==> src/rtl/result_serializer_pkg.sv <==
// Shared types and sizing helpers for result_serializer.
// RESULT_SERIALIZER_PARITY_EN appends an even-parity beat to every word.
package result_serializer_pkg;

  typedef enum logic [0:0] {
    StIdle,
    StShift
  } state_e;

`ifdef RESULT_SERIALIZER_PARITY_EN
  localparam int unsigned ExtraBeats = 1;
`else
  localparam int unsigned ExtraBeats = 0;
`endif

  function automatic int unsigned beats_per_word(input int unsigned num_cols);
    return num_cols + ExtraBeats;
  endfunction

  function automatic int unsigned cnt_width(input int unsigned num_cols);
    return $clog2(num_cols + 2);
  endfunction

endpackage

==> src/rtl/result_serializer.sv <==
// Parallel-load, LSB-first serializer for the compressor column outputs.
// Build option: RESULT_SERIALIZER_PARITY_EN adds a trailing even-parity beat.
module result_serializer
  import result_serializer_pkg::*;
#(
  parameter int unsigned NUM_COLS = 63,
  localparam int unsigned CNT_W = cnt_width(NUM_COLS)
) (
  input  logic                clk,
  input  logic                rst,
  input  logic                load_valid,
  output logic                load_ready,
  input  logic [NUM_COLS-1:0] dst_in,
  output logic                ser_out,
  output logic                ser_valid,
  output logic                ser_last,
  input  logic                ser_ready
);

  localparam int unsigned Beats = beats_per_word(NUM_COLS);

  state_e           state_q;
  logic [Beats-1:0] shreg_q;
  logic [Beats-1:0] load_word;
  logic [CNT_W-1:0] cnt_q;
  logic             last_beat;
  logic             xfer;
  logic             load_fire;

`ifdef RESULT_SERIALIZER_PARITY_EN
  // Parity rides above the data so the plain right shift delivers it last.
  assign load_word = {^dst_in, dst_in};
`else
  assign load_word = dst_in;
`endif

  assign last_beat  = (state_q == StShift) && (cnt_q == CNT_W'(Beats - 1));
  assign xfer       = (state_q == StShift) && ser_ready;
  // Ready in SHIFT only while the final beat is leaving, giving bubble-free reloads.
  assign load_ready = !rst && ((state_q == StIdle) || (last_beat && ser_ready));
  assign load_fire  = load_valid && load_ready;

  assign ser_valid = (state_q == StShift);
  assign ser_out   = shreg_q[0];
  assign ser_last  = last_beat;

  always_ff @(posedge clk) begin
    if (rst) begin
      state_q <= StIdle;
      shreg_q <= '0;
      cnt_q   <= '0;
    end else if (load_fire) begin
      state_q <= StShift;
      shreg_q <= load_word;
      cnt_q   <= '0;
    end else if (xfer) begin
      shreg_q <= shreg_q >> 1;
      if (last_beat) begin
        state_q <= StIdle;
        cnt_q   <= '0;
      end else begin
        cnt_q <= cnt_q + 1'b1;
      end
    end
  end

endmodule

==> config.mk <==
export PLATFORM = sky130hd
export DESIGN_NAME = result_serializer
export DESIGN_NICKNAME = d
export VERILOG_FILES = /design/src/rtl/result_serializer_pkg.sv /design/src/rtl/result_serializer.sv
export SDC_FILE = /design/constraint.sdc
export NUM_CORES = 1
export LEC_CHECK = 0
export CAP_MARGIN = 30
export CORE_ASPECT_RATIO = 0.9
export CORE_UTILIZATION = 32
export DETAILED_ROUTE_END_ITERATION = 8
export DONT_BUFFER_PORTS = 1
export PLACE_DENSITY = 0.43
export SYNTH_ARGS = -nofsm -noshare
export SYNTH_HDL_FRONTEND = slang
export SYNTH_SLANG_ARGS = --single-unit
export TNS_END_PERCENT = 5
==> constraint.sdc <==
create_clock -name clk -period 2 [get_ports clk]
set_input_delay 0.5 -clock clk [delete_from_list [all_inputs] [get_ports clk]]
set_output_delay 0.5 -clock clk [all_outputs]
set_load 0.005 [all_outputs]
==> flow_summary_export.csv <==
group,metric,value,unit
synthesis,syn_avg_cell_area,8.692,µm²
grt,grt_max_degree,133,
hold_path,min_to,"cnt_q[0]$_SDFFE_PP0P_",
timing,clock.fmax,526.2,MHz
grt,use_met3,5.093,%
grt,first_global_vias,3018,
critical_path,r2r_start,"cnt_q[0]$_SDFFE_PP0P_",
synthesis,ys_seq_elements,71,
placed_design,numPortBuffers,0,
layout,final_nets,524,
timing,period_minus_slack,1.901,ns
timing,maxSlewHeadroom,73.87,%
drt,drtPass1Iterations,4,
cts,cts.clk_slew.worst_paths,0.05,ns
grt,grt_usage,14.28,%
floorplanning,io_pins,71,
synthesis,synth_cell_types,45,
critical_path,ff2ff_setup_slack,0.30,ns
synthesis,synthArstFlopShare,0,%
grt,busiest_layer,"met2",
layout,n_antenna_cell,0,
critical_path,max_stage_delay,0.33,ns
critical_path,reg2regPathDepth,7,
synthesis,synth_edf_count,0,
grt,grt_pass1_wl,15430,µm
cts,cts_tree,"done",
floorplanning,start_util,33.18,%
placed_design,detailed_place_hpwl,5374,µm
grt,overflow,0,
timing,finalHoldViolations,0,
synthesis,synth_top_cell_by_area,"dfxtp_1",
drt,postRouteAntennaNets,0,
cts,clk_path_buf_depth,2,
critical_path,crit_fanout,4,
pwr,leakagePower,1.856,nW
drt,drt_wl_total,9277,µm
timing,rsz0062_at_grt,"no",
synthesis,syn_nets,557,
cts,postCtsHoldBufs,0,
floorplanning,die_x,123.4,µm
timing,clock_skew,0.004495,ns
hold_path,hold_path_depth,1,
critical_path,crit_path_end_kind,"output pin",
synthesis,synth_area,4242,µm²
drt,via_per_inst,5.138,
placed_design,gp_congestion,0.7873,
critical_path,critPathSlowestCell,"dfxtp_2",
cts,cts-root-buf,"clkbuf_16",
layout,final_layout_size_suffix_gt1_share,18.26,%
synthesis,synthCells,488,
floorplanning,dieArea,13720,µm²
timing,finalSetupViolations,0,
pwr,cellPowerDensity,757.1,nW/µm²
drt,via_count,3206,
timing,period_share,95.03,%
flow_run,maxCapViolations,0,
synthesis,yosysSeqAreaShare,33.51,%
layout,design_area,4504,µm²
critical_path,cp-start-kind,"register",
synthesis,ys.flop_type,"dfxtp_1",
critical_path,required,1.50,ns
synthesis,synth_top_area_share,33.51,%
synthesis,synth_warnings,0,
critical_path,worstReg2RegEnd,"shreg_q[7]$_SDFFE_PP0P_",
grt,grtUsageMet2,19.93,%
cts,htree_levels,3,
hold_path,hp-class,"input pin to register",
synthesis,synthTopCellsByArea,"dfxtp_1 34%, mux2i_1 15%, a21boi_0 11%, and3_2 8.7%, o21ai_0 7.8%",
drt,drc,0,
run_status,status,"finished clean",
placed_design,dpl_cell_area,4189,µm²
hold_path,min_from,"rst",
critical_path,critPathArrivalTime,1.40,ns
timing,layout_setup_ws,0.09941,ns
floorplanning,row_count,39,
critical_path,path_class,"register to output pin",
cts,cts-buffers-inserted,9,
drt,drt_iter0_markers,234,
floorplanning,core-area,12780,µm²
grt,grt_util_met1,19.88,%
pwr,vdd_drop_max,0.4426,mV
floorplanning,die-height,111.2,µm
timing,slew_violations,0,
drt,post_drt_wl_per_cell,14.87,µm
timing,worst_pin_slew,0.3915,ns
critical_path,crit_chain,"inv_2, ha_4, and4b_2, nand3_2, a21oi_2",
layout,syn_to_final_growth,6.195,%
cts,clk_latency,0.33,ns
timing,tns,0,ns
placed_design,pre_cts_ws,0.2708,ns
cts,cts.sinks,71,
grt,antenna_found_initial,0,
## registers in the layout (all words and copies together) (netlist names)
register,cells
cnt_q,7
ser_valid,1
shreg_q,63
## worst max-delay path: cells and delay by family, from the launching register on
family | cells | cell delay, ns
simple gates | 2 | 0.37
flops | 1 | 0.33
fa+ha+maj | 1 | 0.15
compound gates | 1 | 0.15
buf+inv | 1 | 0.08
## final cells by class
cell class | count | area, µm²
Tap cell | 164 | 205.2
Clock buffer | 12 | 256.5
Inverter | 3 | 12.51
Fill cell | 1371 | 8280
Clock inverter | 4 | 20.02
Multi-Input combinational cell | 362 | 2460
Sequential cell | 71 | 1428
Timing Repair Buffer | 8 | 122.6
## cell families after synthesis
logic type,count (synthesis),share of synthesized area (%)
adder cells (fa/ha/maj),2,0.5899
buffers and inverters,55,9.174
flip-flops,71,33.51
AO/OA/AOI/OAI,146,21.77
AND/OR/NAND/NOR,152,20.32
multiplexers,62,14.63
## report_power, final
group          switching (mW)  total, mW  internal, mW
logic                   0.195      0.364         0.169
clock network           0.596       1.49         0.898
registers              0.0468       1.55          1.51
total                   0.837       3.41          2.57
## placed cells by master (no fill, tap or decap), drive strengths merged, types with 5 or more instances in the layout
| cell | n |
|---|---|
| nand3 | 6 |
| nand2 | 68 |
| and3 | 63 |
| buf | 8 |
| dfxtp | 71 |
| o21ai | 67 |
| a21oi | 5 |
| a21boi | 62 |
| clkinv | 5 |
| mux2i | 62 |
| clkbuf | 12 |
## metal layers
layer | wire length, µm | part of all wire (%)
met1 | 4811 | 52
met2 | 3815 | 41
met3 | 540 | 5.8
met4 | 110 | 1.2
met5 | 0 | 0
## synth_stat cells (all sizes together) (2+ instances only)
| master | n |
|---|---|
| and2 | 2 |
| and3 | 63 |
| mux2i | 62 |
| a21oi | 5 |
| nand3 | 6 |
| clkbuf | 33 |
| inv | 3 |
| nand4b | 2 |
| a31oi | 2 |
| a21boi | 62 |
| nand4 | 2 |
| ha | 2 |
| buf | 13 |
| o211ai | 2 |
| o21ai | 67 |
| dfxtp | 71 |
| nand2 | 68 |
| a311oi | 2 |
| dlygate4sd1 | 4 |
## repair_timing
action,4_1_cts,5_1_grt
pin swaps,0,1
setup buffers,0,2
setup endpoints to repair,2,2
gates resized for setup,4,3
## how the worst max path moves through the flow
| stage | slack [ns] | depth (start not counted) | from | endpoint |
|---|---|---|---|---|
| 5_1_grt | 0.02 | 5 | cnt_q[0]$_SDFFE_PP0P_ | load_ready |
| 4_1_cts | 0.006 | 4 | cnt_q[1]$_SDFFE_PP0P_ | load_ready |
| 3_5_place_dp | 0.27 | 5 | cnt_q[0]$_SDFFE_PP0P_ | load_ready |
| 3_3_place_gp | 0.31 | 5 | cnt_q[0]$_SDFFE_PP0P_ | load_ready |
| 6_report | 0.1 | 5 | cnt_q[0]$_SDFFE_PP0P_ | load_ready |
| 2_1_floorplan | 0.38 | 5 | cnt_q[0]$_SDFFE_PP0P_ | load_ready |
## through the flow
step                      utilization [%]  power, mW  instances  hold slack, ns
after CTS                           35.06      3.491        622          0.2132
after global routing                35.23      3.604        624          0.2080
after global placement              32.77      1.940        606          0.4886
after floorplan                         -      1.933        488          0.4559
after detailed placement            32.77      1.948        606          0.4954
final                               35.23      3.410        624          0.2251
(Power assumes the default switching activity.)
